`src/rtl/pacman_pkg.sv`:
```
// Shared screen/sprite constants and types for the ghost rendering path.
package pacman_pkg;

    localparam int SCREEN_W     = 640;
    localparam int H_ACTIVE_END = 640;
    localparam int V_TOTAL      = 525;
    localparam int SPR_SIZE     = 16;

    typedef logic [9:0] coord_t;

    typedef enum logic {
        IDLE,
        FETCH
    } ghost_fetch_state_t;

endpackage

```
`src/rtl/ghost_pixel_match.sv`:
```
// Combinational hit test of one ghost's current line register against the beam X.
module ghost_pixel_match
    import pacman_pkg::*;
#(
    parameter int SPR_SIZE = pacman_pkg::SPR_SIZE
) (
    input  coord_t              draw_x,
    input  coord_t              ghost_x,
    input  logic [SPR_SIZE-1:0] line_row,
    output logic                hit
);

    localparam int CW = $clog2(SPR_SIZE);

    coord_t          col;
    logic [CW-1:0]   bit_sel;

    // Unsigned wrap puts beam positions left of the ghost far out of range.
    assign col     = draw_x - ghost_x;
    assign bit_sel = CW'(SPR_SIZE - 1) - col[CW-1:0];
    assign hit     = (col < coord_t'(SPR_SIZE)) && line_row[bit_sel];

endmodule

```
`src/rtl/ghost_line_renderer.sv`:
```
// Fetches one sprite row per ghost during hblank and produces registered per-pixel
// ghost hits with lowest-index priority; also owns the frightened blink counter.
module ghost_line_renderer
    import pacman_pkg::*;
#(
    parameter int NUM_GHOSTS = 4,
    parameter int SPR_SIZE   = pacman_pkg::SPR_SIZE,
    parameter int V_TOTAL    = pacman_pkg::V_TOTAL,
    parameter int BLINK_BIT  = 4
) (
    input  logic                     Clk,
    input  logic                     Reset_n,
    input  logic                     line_start,
    input  logic                     frame_start,
    input  logic [9:0]               DrawX,
    input  logic [9:0]               DrawY,
    input  logic [NUM_GHOSTS*10-1:0] ghost_x,
    input  logic [NUM_GHOSTS*10-1:0] ghost_y,
    output logic [6:0]               sprite_addr,
    input  logic [SPR_SIZE-1:0]      sprite_data,
    output logic                     ghost_hit,
    output logic [1:0]               ghost_idx,
    output logic                     blink,
    output logic                     fetch_busy
);

    ghost_fetch_state_t  state;
    logic [1:0]          gidx;
    coord_t              next_y;
    logic [6:0]          addr_q;
    logic [SPR_SIZE-1:0] line_reg [NUM_GHOSTS];
    logic [4:0]          frame_cnt;

    coord_t              cur_gy;
    coord_t              fetch_row;
    logic                row_ok;
    coord_t              y_inc;

    always_comb begin
        cur_gy = '0;
        for (int i = 0; i < NUM_GHOSTS; i++) begin
            if (gidx == 2'(i)) cur_gy = ghost_y[i*10 +: 10];
        end
    end

    // A ghost below the next line wraps to a huge row and is skipped.
    assign fetch_row   = next_y - cur_gy;
    assign row_ok      = fetch_row < coord_t'(SPR_SIZE);
    assign sprite_addr = (state == FETCH && row_ok) ? {3'b000, fetch_row[3:0]} : addr_q;
    assign y_inc       = (DrawY == coord_t'(V_TOTAL - 1)) ? '0 : DrawY + 10'd1;
    assign fetch_busy  = (state == FETCH);

    // Fetch FSM: one ghost per cycle, line_start always restarts at ghost 0.
    always_ff @(posedge Clk or negedge Reset_n) begin
        if (!Reset_n) begin
            state  <= IDLE;
            gidx   <= '0;
            next_y <= '0;
            addr_q <= '0;
            for (int i = 0; i < NUM_GHOSTS; i++) line_reg[i] <= '0;
        end else begin
            addr_q <= sprite_addr;
            if (state == FETCH) begin
                for (int i = 0; i < NUM_GHOSTS; i++) begin
                    if (gidx == 2'(i)) line_reg[i] <= row_ok ? sprite_data : '0;
                end
            end
            if (line_start) begin
                state  <= FETCH;
                gidx   <= '0;
                next_y <= y_inc;
            end else if (state == FETCH) begin
                if (gidx == 2'(NUM_GHOSTS - 1)) begin
                    state <= IDLE;
                    gidx  <= '0;
                end else begin
                    gidx <= gidx + 2'd1;
                end
            end
        end
    end

    // Stage p0: per-ghost combinational hit and priority encode.
    logic [NUM_GHOSTS-1:0] hit_p0;
    logic [1:0]            idx_p0;

    for (genvar g = 0; g < NUM_GHOSTS; g++) begin : g_match
        ghost_pixel_match #(
            .SPR_SIZE (SPR_SIZE)
        ) u_match (
            .draw_x   (DrawX),
            .ghost_x  (ghost_x[g*10 +: 10]),
            .line_row (line_reg[g]),
            .hit      (hit_p0[g])
        );
    end

    always_comb begin
        idx_p0 = '0;
        for (int i = NUM_GHOSTS - 1; i >= 0; i--) begin
            if (hit_p0[i]) idx_p0 = 2'(i);
        end
    end

    // Stage p1: registered pixel outputs to the colour mapper.
    logic       hit_p1;
    logic [1:0] idx_p1;

    always_ff @(posedge Clk or negedge Reset_n) begin
        if (!Reset_n) begin
            hit_p1 <= 1'b0;
            idx_p1 <= '0;
        end else begin
            hit_p1 <= |hit_p0;
            idx_p1 <= idx_p0;
        end
    end

    assign ghost_hit = hit_p1;
    assign ghost_idx = idx_p1;

    always_ff @(posedge Clk or negedge Reset_n) begin
        if (!Reset_n) frame_cnt <= '0;
        else if (frame_start) frame_cnt <= frame_cnt + 5'd1;
    end

    assign blink = frame_cnt[BLINK_BIT];

endmodule
```
`config.mk`:
```
export PLATFORM = sky130hd
export DESIGN_NAME = ghost_line_renderer
export DESIGN_NICKNAME = d
export VERILOG_FILES = /design/src/rtl/pacman_pkg.sv /design/src/rtl/ghost_pixel_match.sv /design/src/rtl/ghost_line_renderer.sv
export SDC_FILE = /design/constraint.sdc
export NUM_CORES = 1
export LEC_CHECK = 0
export CELL_PAD_IN_SITES_DETAIL_PLACEMENT = 1
export CELL_PAD_IN_SITES_GLOBAL_PLACEMENT = 1
export CORE_AREA = 8 8 130 144
export CTS_CLUSTER_SIZE = 12
export DETAILED_ROUTE_END_ITERATION = 10
export DIE_AREA = 0 0 138 152
export PLACE_DENSITY_LB_ADDON = 0.1
export SLEW_MARGIN = 20
export SYNTH_ARGS = -nofsm -noshare
export SYNTH_HDL_FRONTEND = slang
export SYNTH_SLANG_ARGS = --single-unit
```
`constraint.sdc`:
```
create_clock -name Clk -period 12.1 [get_ports Clk]
set_input_delay 2.42 -clock Clk [delete_from_list [all_inputs] [get_ports Clk]]
set_output_delay 2.42 -clock Clk [all_outputs]
set_load 0.02 [all_outputs]
```
==> results.json <==
{
  "hp-class": "reg2reg",
  "hold_viol": 0,
  "layout_commonest_cell": "nand2_1",
  "core_area_um2": 16200,
  "cts_buffers": 9,
  "finalSetupViolations": 0,
  "postRouteAntennaNets": 0,
  "timing_worst_setup_path_type": "in2out",
  "multi_input_area_um2": 4110,
  "seqCellArea_um2": 2300,
  "first_global_vias": 6832,
  "gp_congestion": 0.849,
  "drv_slew": 0,
  "skew_ns": 0.00813,
  "end_kind": "output pin",
  "ys.flop_type": "dfrtp_1",
  "cts_resized": 0,
  "ctsHoldBuffers": 0,
  "routedWlPerCell_um": 19.7,
  "fp-row-count": 49,
  "grt_pass1_wl_mm": 35.8,
  "max-vdd-ir-drop_mv": 0.0777,
  "drcViolationCount": 0,
  "syn_area_per_cell_um2": 8.68,
  "htreeDepth": 3,
  "ys_ff_latch": 92,
  "leakage_nw": 4.10,
  "fillers": 1957,
  "postPlaceCellArea_um2": 8240,
  "dieArea_um2": 21000,
  "nNetsFinal": 1082,
  "root_buffer": "clkbuf_16",
  "post-route-period-util": 0.793,
  "yosysWarningCount": 0,
  "synth_edf_count": 0,
  "dp_hpwl_mm": 17.3,
  "cts.sinks": 92,
  "wl_mm": 21.9,
  "die_x_um": 138,
  "fin_crit_ns": 9.60,
  "final_layout_size_suffix_gt1_frac": 0.0582,
  "vias": 6236,
  "powerDensity_nw_per_um2": 152,
  "tightest_slew_ns": 0.883,
  "die_h_um": 152,
  "clk_path_buf_depth": 2,
  "mostFrequentLayoutCells": "nand2_1, clkdlybuf4s50_1, dfrtp_1",
  "slew_headroom": 0.405,
  "max_freq_mhz": 104,
  "routed_via_density": 5.60,
  "start_util": 0.424,
  "pin_count": 132,
  "maxCapViolCount": 0,
  "worstSetupStartpointType": "input pin",
  "drtIter0Drc": 328,
  "async_flop_share": 1.00,
  "path_max_fanout": 65,
  "gr-total-overflow": 0,
  "cts.clk_slew.worst_paths_ns": 0.07,
  "crit_required_ns": 9.68,
  "postCtsSetupBuffers": 0,
  "grt_use_total": 0.208,
  "fin_area_um2": 8550,
  "port_buffers": 131,
  "num_antenna_cells": 0,
  "arrival_ns": 7.18,
  "antenna_found_initial": 0,
  "synth-seq-area-share": 0.336,
  "syn_inst": 790,
  "fin_setup_tns_ns": 0,
  "worst_skew_pair.late_latency_ns": 0.36,
  "run_status": "completed",
  "cts_tree": "done",
  "netlist-cell-type-count": 63,
  "grt_max_degree": 68,
  "synth_area_um2": 6860,
  "synth_nets": 967,
  "area_growth_pct": 24.6,
  "first_pass_iters": 4,
  "largest_reg_flops": 64,
  "rsz0062_at_grt": "no"
}
## Yosys cell counts, drive strengths merged, types with 3 or more instances
cell     number  area share
or4           3      0.0033
clkbuf       10      0.0055
mux2i        12       0.018
o211ai        3      0.0033
o31a          4      0.0051
xnor2        22       0.028
a21o          8      0.0088
and3          5      0.0046
buf          19       0.023
a21oi        46       0.034
ha           52       0.095
nor2b         7      0.0064
a211oi        5      0.0055
and2          9      0.0082
fa            5       0.015
a31o          3      0.0038
nor2         48       0.026
nor4          6      0.0077
a22oi        10       0.011
dfrtp        92        0.34
nor3b         3      0.0033
nor3          7      0.0051
o21a          6      0.0066
a31oi         4      0.0036
a2111oi       3      0.0038
xor2         11       0.014
a211o         4      0.0053
mux2          7       0.013
or3           3      0.0027
nand2b        7      0.0064
o21ai        26       0.020
mux4         17       0.056
inv          66       0.036
nand4         6      0.0055
nand3        70       0.051
o22ai        11       0.010
nand2       146       0.080
## worst max-delay path, cell delays in order
cell             delay [ns]
clkdlybuf4s50_1        0.46
a22oi_1                0.09
nor2_1                 0.13
a21oi_1                0.05
o21ai_0                0.19
ha_1                   0.20
inv_1                  0.06
fa_1                   0.46
a211o_1                0.35
a311o_1                0.34
a21oi_1                0.17
a211o_2                0.14
o21ai_2                0.06
nor4_4                 0.26
buf_4                  0.59
nand2_2                0.30
mux2i_1                0.27
clkdlybuf4s50_1        0.65
## final cells by class
class                   instances  area share
flip-flops and latches         92       0.269
clock inverters                 7     0.00951
clock buffers                   9      0.0263
repair buffers                133       0.155
inverters                      66      0.0290
multi-input cells             603       0.481
well taps                     204      0.0299
## path summary, 6_finish.rpt
check / end / cells after the start / from / slack, ns
worst min-delay path: line_reg[5] / 2 / line_reg[5] / 0.47
worst max register to register: addr_q[1] / 19 / gidx[1] / 6.79
max in group asynchronous: frame_cnt[1] / 2 / Reset_n / 8.95
worst max-delay path: sprite_addr[0] / 18 / ghost_y[10] / 2.50
min in group asynchronous: gidx[1] / 1 / Reset_n / 1.96
worst min register to register: line_reg[5] / 2 / line_reg[5] / 0.47
## where the power goes
group | switching, mW | leakage (nW) | internal, mW
clock | 0.144 | 0.150 | 0.147
combinational | 0.346 | 2.72 | 0.252
sequential | 0.0392 | 1.23 | 0.370
total | 0.529 | 4.10 | 0.769
## per-layer routing
metal	up-vias	GRT usage	share of wire
li1	3008	-	-
met5	-	0	0
met3	15	0.0408	0.044
met2	145	0.373	0.51
met4	0	0.0451	0.0093
met1	3068	0.251	0.43
## cells by family (layout without fill, tap and decap cells)
| family | Yosys count | in the layout | synth area share |
|---|---|---|---|
| mux | 36 | 36 | 0.0865 |
| fa+ha+maj | 57 | 57 | 0.109 |
| buf+inv | 95 | 215 | 0.0648 |
| xor+xnor | 33 | 33 | 0.0421 |
| simple gates | 326 | 326 | 0.218 |
| flops | 92 | 92 | 0.336 |
| compound gates | 151 | 151 | 0.144 |
## stage by stage
step	power [mW]	cells	util	hold slack, ns	worst slack (ns)
detailed placement	1.01	1098	0.509	0.452	2.50
floorplan	0.833	790	-	0.433	4.34
CTS	1.31	1114	0.528	0.470	2.49
global placement	0.986	1098	0.509	0.446	2.58
finish	1.30	1114	0.528	0.466	2.50
global route	1.39	1114	0.528	0.487	2.26
No activity file was read; power rests on OpenSTA's default activity.
